`src/rtl/tenthirty_pkg.sv`:
```
// Shared types and helpers for the tenthirty card game: deck geometry,
// dealer FSM states and the divider-free rank lookup.
`timescale 1ns/1ps
package tenthirty_pkg;

    localparam int          DECK_SIZE = 52;
    localparam int          RANKS     = 13;
    localparam logic [15:0] LFSR_SEED = 16'hACE1;

    typedef enum logic [1:0] {
        IDLE    = 2'd0,
        PROBE   = 2'd1,
        SHUFFLE = 2'd2
    } dealer_state_t;

    // Rank 1..RANKS of a card index. Three conditional subtractions cover any
    // deck of up to 4*RANKS cards without a divider.
    function automatic logic [3:0] rank_of(input logic [7:0] idx, input int ranks = RANKS);
        logic [7:0] r;
        r = idx;
        for (int i = 0; i < 3; i++) begin
            if (r >= 8'(ranks)) begin
                r = r - 8'(ranks);
            end
        end
        return 4'(r + 8'd1);
    endfunction

endpackage

```
`src/rtl/card_dealer_lfsr16.sv`:
```
// Free-running 16-bit Fibonacci LFSR (taps 16,14,13,11), shifting left with
// feedback into bit 0. Also usable by the game FSM as a random source.
`timescale 1ns/1ps
module lfsr16 #(
    parameter logic [15:0] SEED = 16'hACE1
) (
    input  logic        clk,
    input  logic        rst_n,
    output logic [15:0] q
);

    logic [15:0] q_reg;
    logic [15:0] q_next;
    logic        feedback;

    always_comb begin
        feedback = q_reg[15] ^ q_reg[13] ^ q_reg[12] ^ q_reg[10];
        q_next   = {q_reg[14:0], feedback};
    end

    always_ff @(posedge clk or negedge rst_n) begin
        if (!rst_n) begin
            q_reg <= SEED;
        end else begin
            q_reg <= q_next;
        end
    end

    assign q = q_reg;

endmodule

```
`src/rtl/card_dealer.sv`:
```
// Card dealer for tenthirty: each pip deals one card without replacement,
// chosen by an LFSR candidate plus linear probing over a used-card bitmap.
// Optional build macro CARD_DEALER_RESHUFFLE_EN: a pip on an empty deck
// reshuffles automatically instead of being ignored.
`timescale 1ns/1ps
module card_dealer #(
    parameter int          DECK_SIZE = tenthirty_pkg::DECK_SIZE,
    parameter int          RANKS     = tenthirty_pkg::RANKS,
    parameter logic [15:0] LFSR_SEED = tenthirty_pkg::LFSR_SEED,
    localparam int         IDX_W     = $clog2(DECK_SIZE)
) (
    input  logic             clk,
    input  logic             rst_n,
    input  logic             pip,
    input  logic             new_deck,
    output logic [3:0]       number,
    output logic             num_valid,
    output logic             busy,
    output logic             deck_empty,
    output logic [IDX_W-1:0] cards_left
);

    import tenthirty_pkg::*;

    localparam logic [IDX_W-1:0] LAST_IDX   = IDX_W'(DECK_SIZE - 1);
    localparam logic [IDX_W-1:0] FULL_COUNT = IDX_W'(DECK_SIZE);

    logic [15:0]          lfsr_q;
    logic                 lfsr_unused;
    logic [IDX_W-1:0]     cand_raw;
    logic [IDX_W-1:0]     cand;

    dealer_state_t        state_reg, state_next;
    logic [IDX_W-1:0]     idx_reg, idx_next;
    logic [DECK_SIZE-1:0] used_reg, used_next;
    logic [3:0]           number_reg, number_next;
    logic                 num_valid_reg, num_valid_next;
    logic [IDX_W-1:0]     cards_left_reg, cards_left_next;
    logic                 deck_empty_reg, deck_empty_next;

    lfsr16 #(
        .SEED (LFSR_SEED)
    ) u_lfsr (
        .clk   (clk),
        .rst_n (rst_n),
        .q     (lfsr_q)
    );

    // Only the low IDX_W bits pick a card; the rest just keep the sequence long.
    assign lfsr_unused = ^lfsr_q[15:IDX_W];
    assign cand_raw    = lfsr_q[IDX_W-1:0];

    // DECK_SIZE >= 2**(IDX_W-1), so a single subtract folds the raw value into range.
    always_comb begin
        cand = cand_raw;
        if (cand_raw > LAST_IDX) begin
            cand = cand_raw - FULL_COUNT;
        end
    end

    always_ff @(posedge clk or negedge rst_n) begin
        if (!rst_n) begin
            state_reg <= IDLE;
        end else begin
            state_reg <= state_next;
        end
    end

    always_comb begin
        state_next      = state_reg;
        idx_next        = idx_reg;
        used_next       = used_reg;
        number_next     = number_reg;
        num_valid_next  = 1'b0;
        cards_left_next = cards_left_reg;
        deck_empty_next = deck_empty_reg;

        if (new_deck) begin
            // Aborts any draw in flight; the last dealt number stays visible.
            state_next      = IDLE;
            used_next       = '0;
            cards_left_next = FULL_COUNT;
            deck_empty_next = 1'b0;
        end else begin
            case (state_reg)
                IDLE: begin
                    if (pip && !deck_empty_reg) begin
                        idx_next   = cand;
                        state_next = PROBE;
                    end
`ifdef CARD_DEALER_RESHUFFLE_EN
                    else if (pip && deck_empty_reg) begin
                        used_next       = '0;
                        cards_left_next = FULL_COUNT;
                        deck_empty_next = 1'b0;
                        state_next      = SHUFFLE;
                    end
`endif
                end
                PROBE: begin
                    if (!used_reg[idx_reg]) begin
                        used_next[idx_reg] = 1'b1;
                        number_next        = rank_of(8'(idx_reg), RANKS);
                        num_valid_next     = 1'b1;
                        cards_left_next    = cards_left_reg - IDX_W'(1);
                        deck_empty_next    = (cards_left_reg == IDX_W'(1));
                        state_next         = IDLE;
                    end else begin
                        // Collision: walk to the next slot, wrapping at the deck end.
                        idx_next = (idx_reg == LAST_IDX) ? '0 : idx_reg + IDX_W'(1);
                    end
                end
`ifdef CARD_DEALER_RESHUFFLE_EN
                SHUFFLE: begin
                    idx_next   = cand;
                    state_next = PROBE;
                end
`endif
                default: begin
                    state_next = IDLE;
                end
            endcase
        end
    end

    always_ff @(posedge clk or negedge rst_n) begin
        if (!rst_n) begin
            idx_reg        <= '0;
            used_reg       <= '0;
            number_reg     <= 4'd0;
            num_valid_reg  <= 1'b0;
            cards_left_reg <= FULL_COUNT;
            deck_empty_reg <= 1'b0;
        end else begin
            idx_reg        <= idx_next;
            used_reg       <= used_next;
            number_reg     <= number_next;
            num_valid_reg  <= num_valid_next;
            cards_left_reg <= cards_left_next;
            deck_empty_reg <= deck_empty_next;
        end
    end

    assign number     = number_reg;
    assign num_valid  = num_valid_reg;
    assign busy       = (state_reg != IDLE);
    assign deck_empty = deck_empty_reg;
    assign cards_left = cards_left_reg;

endmodule

```
`config.mk`:
```
export PLATFORM = sky130hd
export DESIGN_NAME = card_dealer
export DESIGN_NICKNAME = d
export VERILOG_FILES = /design/src/rtl/tenthirty_pkg.sv /design/src/rtl/card_dealer_lfsr16.sv /design/src/rtl/card_dealer.sv
export SDC_FILE = /design/constraint.sdc
export NUM_CORES = 1
export LEC_CHECK = 0
export BUFFER_PORTS_ARGS = -buffer_cell sky130_fd_sc_hd__buf_2
export CORE_MARGIN = 8
export CORE_UTILIZATION = 35
export DETAILED_ROUTE_END_ITERATION = 7
export PLACE_DENSITY_LB_ADDON = 0.12
export SETUP_SLACK_MARGIN = 0.05
export SYNTH_ARGS = -nofsm -noshare
export SYNTH_HDL_FRONTEND = slang
export SYNTH_HIERARCHICAL = 1
export SYNTH_SLANG_ARGS = --single-unit
```
`constraint.sdc`:
```
create_clock -name clk -period 5.5 [get_ports clk]
set_input_delay 1.1 -clock clk [delete_from_list [all_inputs] [get_ports clk]]
set_output_delay 1.1 -clock clk [all_outputs]
set_load 0.005 [all_outputs]
```
Word-level counts from Yosys, hierarchy flattened. Cells that the tools add are included.

Add/subtract/negate cells: 7. $lt $le $gt $ge: 6. Equal/unequal tests: 8. Mux-type cells: 37. Bitwise operators: 6. Reduce and logical (&&, ||, !) cells: 11.

Operators by type and width (number): $mux W52 (3); $mux W8 (8); $or A52 B52 Y52 (1); $mux W6 (7); $ge A8 B4 Y1 const B (2); $mux W4 (4); $pmux W6 S2 (1); $mux W1 (8); $sub A8 B4 Y8 const B (1); $lt A6 B7 Y1 const B (1); $sub A6 B4 Y7 const B (1); $add A6 B1 Y6 const B (1); $bmux W1 S6 (1); $demux W1 S6 (1); $eq A6 B1 Y1 const B (1); $eq A6 B6 Y1 const B (1); $ge A6 B1 Y1 const B (1); $ge A6 B4 Y1 const B (1); $gt A6 B6 Y1 const B (1); $mux W2 (3); $ne A2 B2 Y1 const B (3); $ne A3 B3 Y1 const B (2); $reduce_bool A2 Y1 (3); $sub A6 B1 Y6 const B (1); other kinds (13) (18).

Bits in registers: 88. Bits of input ports: 4. Output and inout bits: 13.

Logic depth before layout (Yosys ltp).
Depth in word-level cells: 16. Gate-level depth with buffers: 19. Mapped depth without buffers: 17.

By module. The synthesis kept the hierarchy.

Modules (own cells, without submodules): card_dealer (instances 1, cells an instance 459, area each 4142.7 um2, seq. area each 1780.5 um2); lfsr16 (instances 1, cells an instance 19, area each 436.7 um2, seq. area each 410.4 um2).

Least setup slack after synthesis. OpenSTA, ideal clock, no wires.

Kind: reg-to-reg. Start: register idx_reg[1]. End: register number_reg[2] (netlist: number[2]). Data arrival time: 3.960 ns. Required time: 5.375 ns. Path slack: 1.415 ns. Cell stages (with the launch flop): 19. Path buffers: 2. Clock period less this slack: 4.085 ns. Cell sequence: dfrtp_1 -> buf_6 -> clkinv_1 -> ha_1 -> or4_4 -> and3_4 -> buf_6 -> or3_4 -> and2_1 -> inv_1 -> ha_1 -> inv_1 -> a21oi_1 -> nand2_1 -> o311ai_2 -> xnor2_1 -> ha_1 -> xor2_1 -> mux2_2.

Word-level cells in the longest chain between the ends: 16. Elaborated cells between the ends (all ways): 23. Those cells by class: 4 x add/sub; 3 x order compare; 14 x mux; 1 x bitwise; 1 x reduce/logical.

Ends and longest elaborated chain: start: declaration (line card_dealer.sv:34) `logic [IDX_W-1:0] idx_reg, idx_next;`; start signal: assignment (line card_dealer.sv:135) `idx_reg <= idx_next;`; $sub A6 B4 Y7 / $ge A6 B4 Y1 (equally long branches) (line tenthirty_pkg.sv:23, tenthirty_pkg.sv:22); $mux W8 (line tenthirty_pkg.sv:22) `if (r >= 8'(ranks)) begin`; $mux W8 (line card_dealer.sv:101) `if (!used_reg[idx_reg]) begin`; $mux W8 (line card_dealer.sv:85) `case (state_reg)`; $mux W8 (line card_dealer.sv:78) `if (new_deck) begin`; $sub A8 B4 Y8 / $ge A8 B4 Y1 (equally long branches) (line tenthirty_pkg.sv:23, tenthirty_pkg.sv:22); $mux W8 (line tenthirty_pkg.sv:22); $mux W8 (line card_dealer.sv:101); $mux W8 (line card_dealer.sv:85); $mux W8 (line card_dealer.sv:78); $ge A8 B4 Y1 / $sub A4 B4 Y4 (equally long branches) (line tenthirty_pkg.sv:22, tenthirty_pkg.sv:23); $mux W4 (line tenthirty_pkg.sv:22); $mux W4 (line card_dealer.sv:101); $mux W4 (line card_dealer.sv:85); $mux W4 (line card_dealer.sv:78); $add A4 B1 Y4 (line tenthirty_pkg.sv:26) `return 4'(r + 8'd1);`; end signal: assignment (line card_dealer.sv:137) `number_reg <= number_next;`; end: declaration (line card_dealer.sv:36) `logic [3:0] number_reg, number_next;`.

Several ways; a longest one is shown, not always the timed one. The select of a mux whose other input is x is not followed. A chain may end at the register's enable or synchronous reset.

Worst setup path in the final report.
Start: register idx_reg[0]. End: register number_reg[2] (netlist: number[2]).

The elaborated chain is that of the path after synthesis.

==> impl_metrics.tcl <==
set metrics [dict create \
    wl_per_cell_um 17.4 \
    vdd_drop_max_uv 180 \
    ctsHoldBuffers 0 \
    clkSlewWorstSetupHoldPaths_ps 60 \
    post_synth_inst_count 478 \
    cts.sinks 87 \
    netlist_top_cells_count "dfrtp_1 (76), nor2_1 (75), a21oi_1 (66)" \
    power.share.combinational_pct 22.0 \
    timing.max_slew.rel_slack_pct 20.8 \
    switching_power_mw 0.507 \
    worstSetupEndpointType "flip-flop" \
    asyncSetResetFlopFracSynth_pct 100 \
    post_synth_instance_area_um2 4580 \
    synth.most_common_cell "dfrtp_1" \
    coreArea_um2 12700 \
    seqPwrFrac_pct 41.7 \
    drc 0 \
    synthMuxAreaShare_pct 5.57 \
    synth_edf_count 0 \
    number_of_flip_flops_under_the_largest_register_name 52 \
    power_report.internal_total_mw 1.16 \
    number_of_cells_on_the_worst_reg_to_reg_path 14 \
    yosysTopAreaCell "dfrtp_1" \
    finish.net_count 492 \
    synth_fp_nets 491 \
    critPathArrivalTime_ps 4900 \
    dominant_combinational_cell_family_by_area_after_synthesis "simple AND/OR/NAND/NOR gates" \
    vias_per_cell 5.42 \
    pins_over_their_slew_limit 0 \
    maximum_achievable_frequency_mhz 214 \
    layout_setup_ws_ps 826 \
    placed_cells_incl_taps 640 \
    tightestPinTransition_ps 1180 \
    post_cts_buffers 0 \
    clock-root-buffer "clkbuf_16" \
    synth-seq-cells 87 \
    total_routed_wirelength_mm 11.4 \
    first_pass_grt_wire_length_mm 18.7 \
    holdPathStages 0 \
    power-per-cell-area_nw_per_um2 331 \
    clock_power_share_pct 36.3 \
    synth_compound_gate_area_share_pct 17.7 \
    worst_setup_path_start_kind "flip-flop" \
    finalSetupTns_ps 0 \
    grt_pass1_vias 3417 \
    seq_area_frac_synth_pct 47.8 \
    hpwl_mm 7.47 \
    antennaDiodeCount 0 \
    synth.yosys.warnings 6 \
    reported_max_cap_violation_count 0 \
    setup_viol 0 \
    antenna_found_initial 0 \
    placed_cell_area_um2 4760 \
    die-height_um 130 \
    ctsResizeCount 0 \
    dieArea_um2 17000 \
    synthTopCellsByArea "dfrtp_1 (42%), a21oi_1 (7.2%), dfstp_2 (6.3%)" \
    timing_hold_violations_final 0 \
    routabilityCongestion 0.838 \
    hold_worst_path_end "u_lfsr/q[10]" \
    synth_top_area_share_pct 41.5 \
    worst-setup-path-type "reg2reg" \
    port-buffer-count 16 \
    clkLatencyLatePin_ps 350 \
    grt_setup_unrepaired "false" \
    proportion_of_total_power_due_to_net_switching_pct 30.4 \
    drt.antenna.violating_nets 0 \
    grt_start_max_net_pins 62 \
    crit_fanout 22 \
    post_synth.cell_area_avg_um2 9.58 \
    vias 3557 \
    cts_made_buffers 9 \
    final_min_period_over_clock_period_pct 85.0 \
    r2r_end "number[2]" \
    grt_usage_pct 14.4 \
    hold_startpoint "u_lfsr/q[9]" \
    synth_xor_xnor_area_share_pct 2.30 \
    adder_cell_share_of_the_synthesized_area_pct 2.46 \
    ctsLongestPathBuffers 2 \
    drive_above_1_share_pct 14.9 \
    layout_min_cycle_time_ps 4670 \
    grt_overflow_total 0 \
    regToRegStartpoint "idx_reg[0]" \
    finish.instance_area_um2 5050 \
    final.setup_skew_ps 9.40 \
    synthSimpleGateAreaFrac_pct 19.5 \
    finalNonFillerCells 656 \
    drtPass1Iterations 5 \
    final.hold.worst_slack_ps 349 \
    cts_htree_levels 3 \
    start_util_pct 36.0 \
    synthFlopType "dfrtp_1" \
    synth.lib_cells_used.distinct 68 \
    number_of_design_rule_violations_left_by_the_first_detailed_router_iteration 270 \
    place_worst_setup_slack_ps 813 \
    cellLeakagePower_nw 2.17 \
    worst-endpoint-required_ps 5720 \
    area_growth_pct 10.4 \
    die_x_um 130 \
    reg2reg_slack_ps 830 \
    tritoncts "done" \
    boundaryPins 17 \
    hp-class "reg2reg" \
    fp-row-count 41 \
    status "finished, final reports clean" \
]
## stage by stage
| stage | total power [mW] | util (%) |
|---|---|---|
| after floorplan | 0.967 | - |
| after global placement | 1.08 | 37.4 |
| after detailed placement | 1.08 | 37.4 |
| after CTS | 1.70 | 39.7 |
| after global routing | 1.77 | 39.7 |
| final | 1.67 | 39.7 |
## power by group through the flow
| stage | combinational (mW) | clock [mW] | sequential [mW] |
|---|---|---|---|
| final | 0.368 | 0.606 | 0.697 |
| after global routing | 0.410 | 0.653 | 0.702 |
| after CTS | 0.373 | 0.628 | 0.697 |
| after detailed placement | 0.373 | 0 | 0.709 |
| after global placement | 0.372 | 0 | 0.707 |
| after floorplan | 0.270 | 0 | 0.697 |
## per-layer routing
| layer | track usage, % | up-vias | share of wire (%) | wire length (um) |
|---|---|---|---|---|
| met4 | 5.00 | 0 | 1.0 | 115 |
| met5 | 0 | - | 0 | 0 |
| met1 | 19.7 | 1790 | 50 | 5650 |
| met3 | 3.53 | 10 | 3.7 | 417 |
| li1 | - | 1705 | - | - |
| met2 | 21.6 | 52 | 46 | 5230 |
## kinds of logic (layout without fill, tap and decap cells)
family	Yosys count	in the layout
buffers and inverters	45	51
and+or+nand+nor	174	174
DFF	87	87
xor gates and xnor gates	12	12
muxes	20	20
AOI/OAI and AO/OA	131	131
adders and majority gates	9	9
## worst max path at each step
| stage | start | endpoint | slack [ps] | cells past startpoint |
|---|---|---|---|---|
| final | idx_reg[0] | number[2] | 830 | 14 |
| after global routing | idx_reg[0] | number[2] | 520 | 16 |
| after CTS | idx_reg[0] | number[2] | 810 | 16 |
| after detailed placement | idx_reg[0] | number[2] | 810 | 16 |
| after global placement | idx_reg[0] | number[2] | 1000 | 16 |
| after floorplan | idx_reg[1] | number[2] | 1420 | 18 |
## layout make-up
| cell class | instances | area, um^2 |
|---|---|---|
| Fill cell | 1314 | 7670 |
| Sequential cell | 87 | 2190 |
| Multi-Input combinational cell | 346 | 2180 |
| Clock buffer | 13 | 250 |
| Tap cell | 172 | 215 |
| Timing Repair Buffer | 22 | 128 |
| Inverter | 13 | 48.8 |
| Clock inverter | 3 | 43.8 |
## cell usage in the layout, fill, tap and decap left out, drive strengths merged, types with 3 or more instances in the layout
master / netlist / routed
or2: 3 / 3
a21oi: 66 / 66
nand2b: 5 / 5
a31o: 4 / 4
and3: 10 / 10
nor2: 76 / 76
mux2: 4 / 4
or3: 5 / 5
mux2i: 12 / 12
nor4: 3 / 3
nand3b: 9 / 9
buf: 14 / 22
nor3: 15 / 15
o21ai: 23 / 23
a31oi: 6 / 6
nor2b: 5 / 5
mux4: 4 / 4
xnor2: 7 / 7
inv: 12 / 12
xor2: 5 / 5
a311o: 3 / 3
nand3: 7 / 7
clkinv: 1 / 3
a22o: 4 / 4
a221o: 3 / 3
dfrtp: 76 / 76
dfstp: 11 / 11
clkbuf: 18 / 13
ha: 9 / 9
nand2: 22 / 22
## critical path, stage by stage (launching register included)
cell and delay (ps):
dfrtp_1 750, inv_2 240, ha_1 340, or4_4 560
and3_4 220, or3_4 390, and2_1 200, ha_1 230
a21oi_1 180, nand2_1 100, o311ai_2 510, xnor2_1 190
ha_1 220, xor2_1 150, mux2_2 270
(Power assumes the default switching activity.)
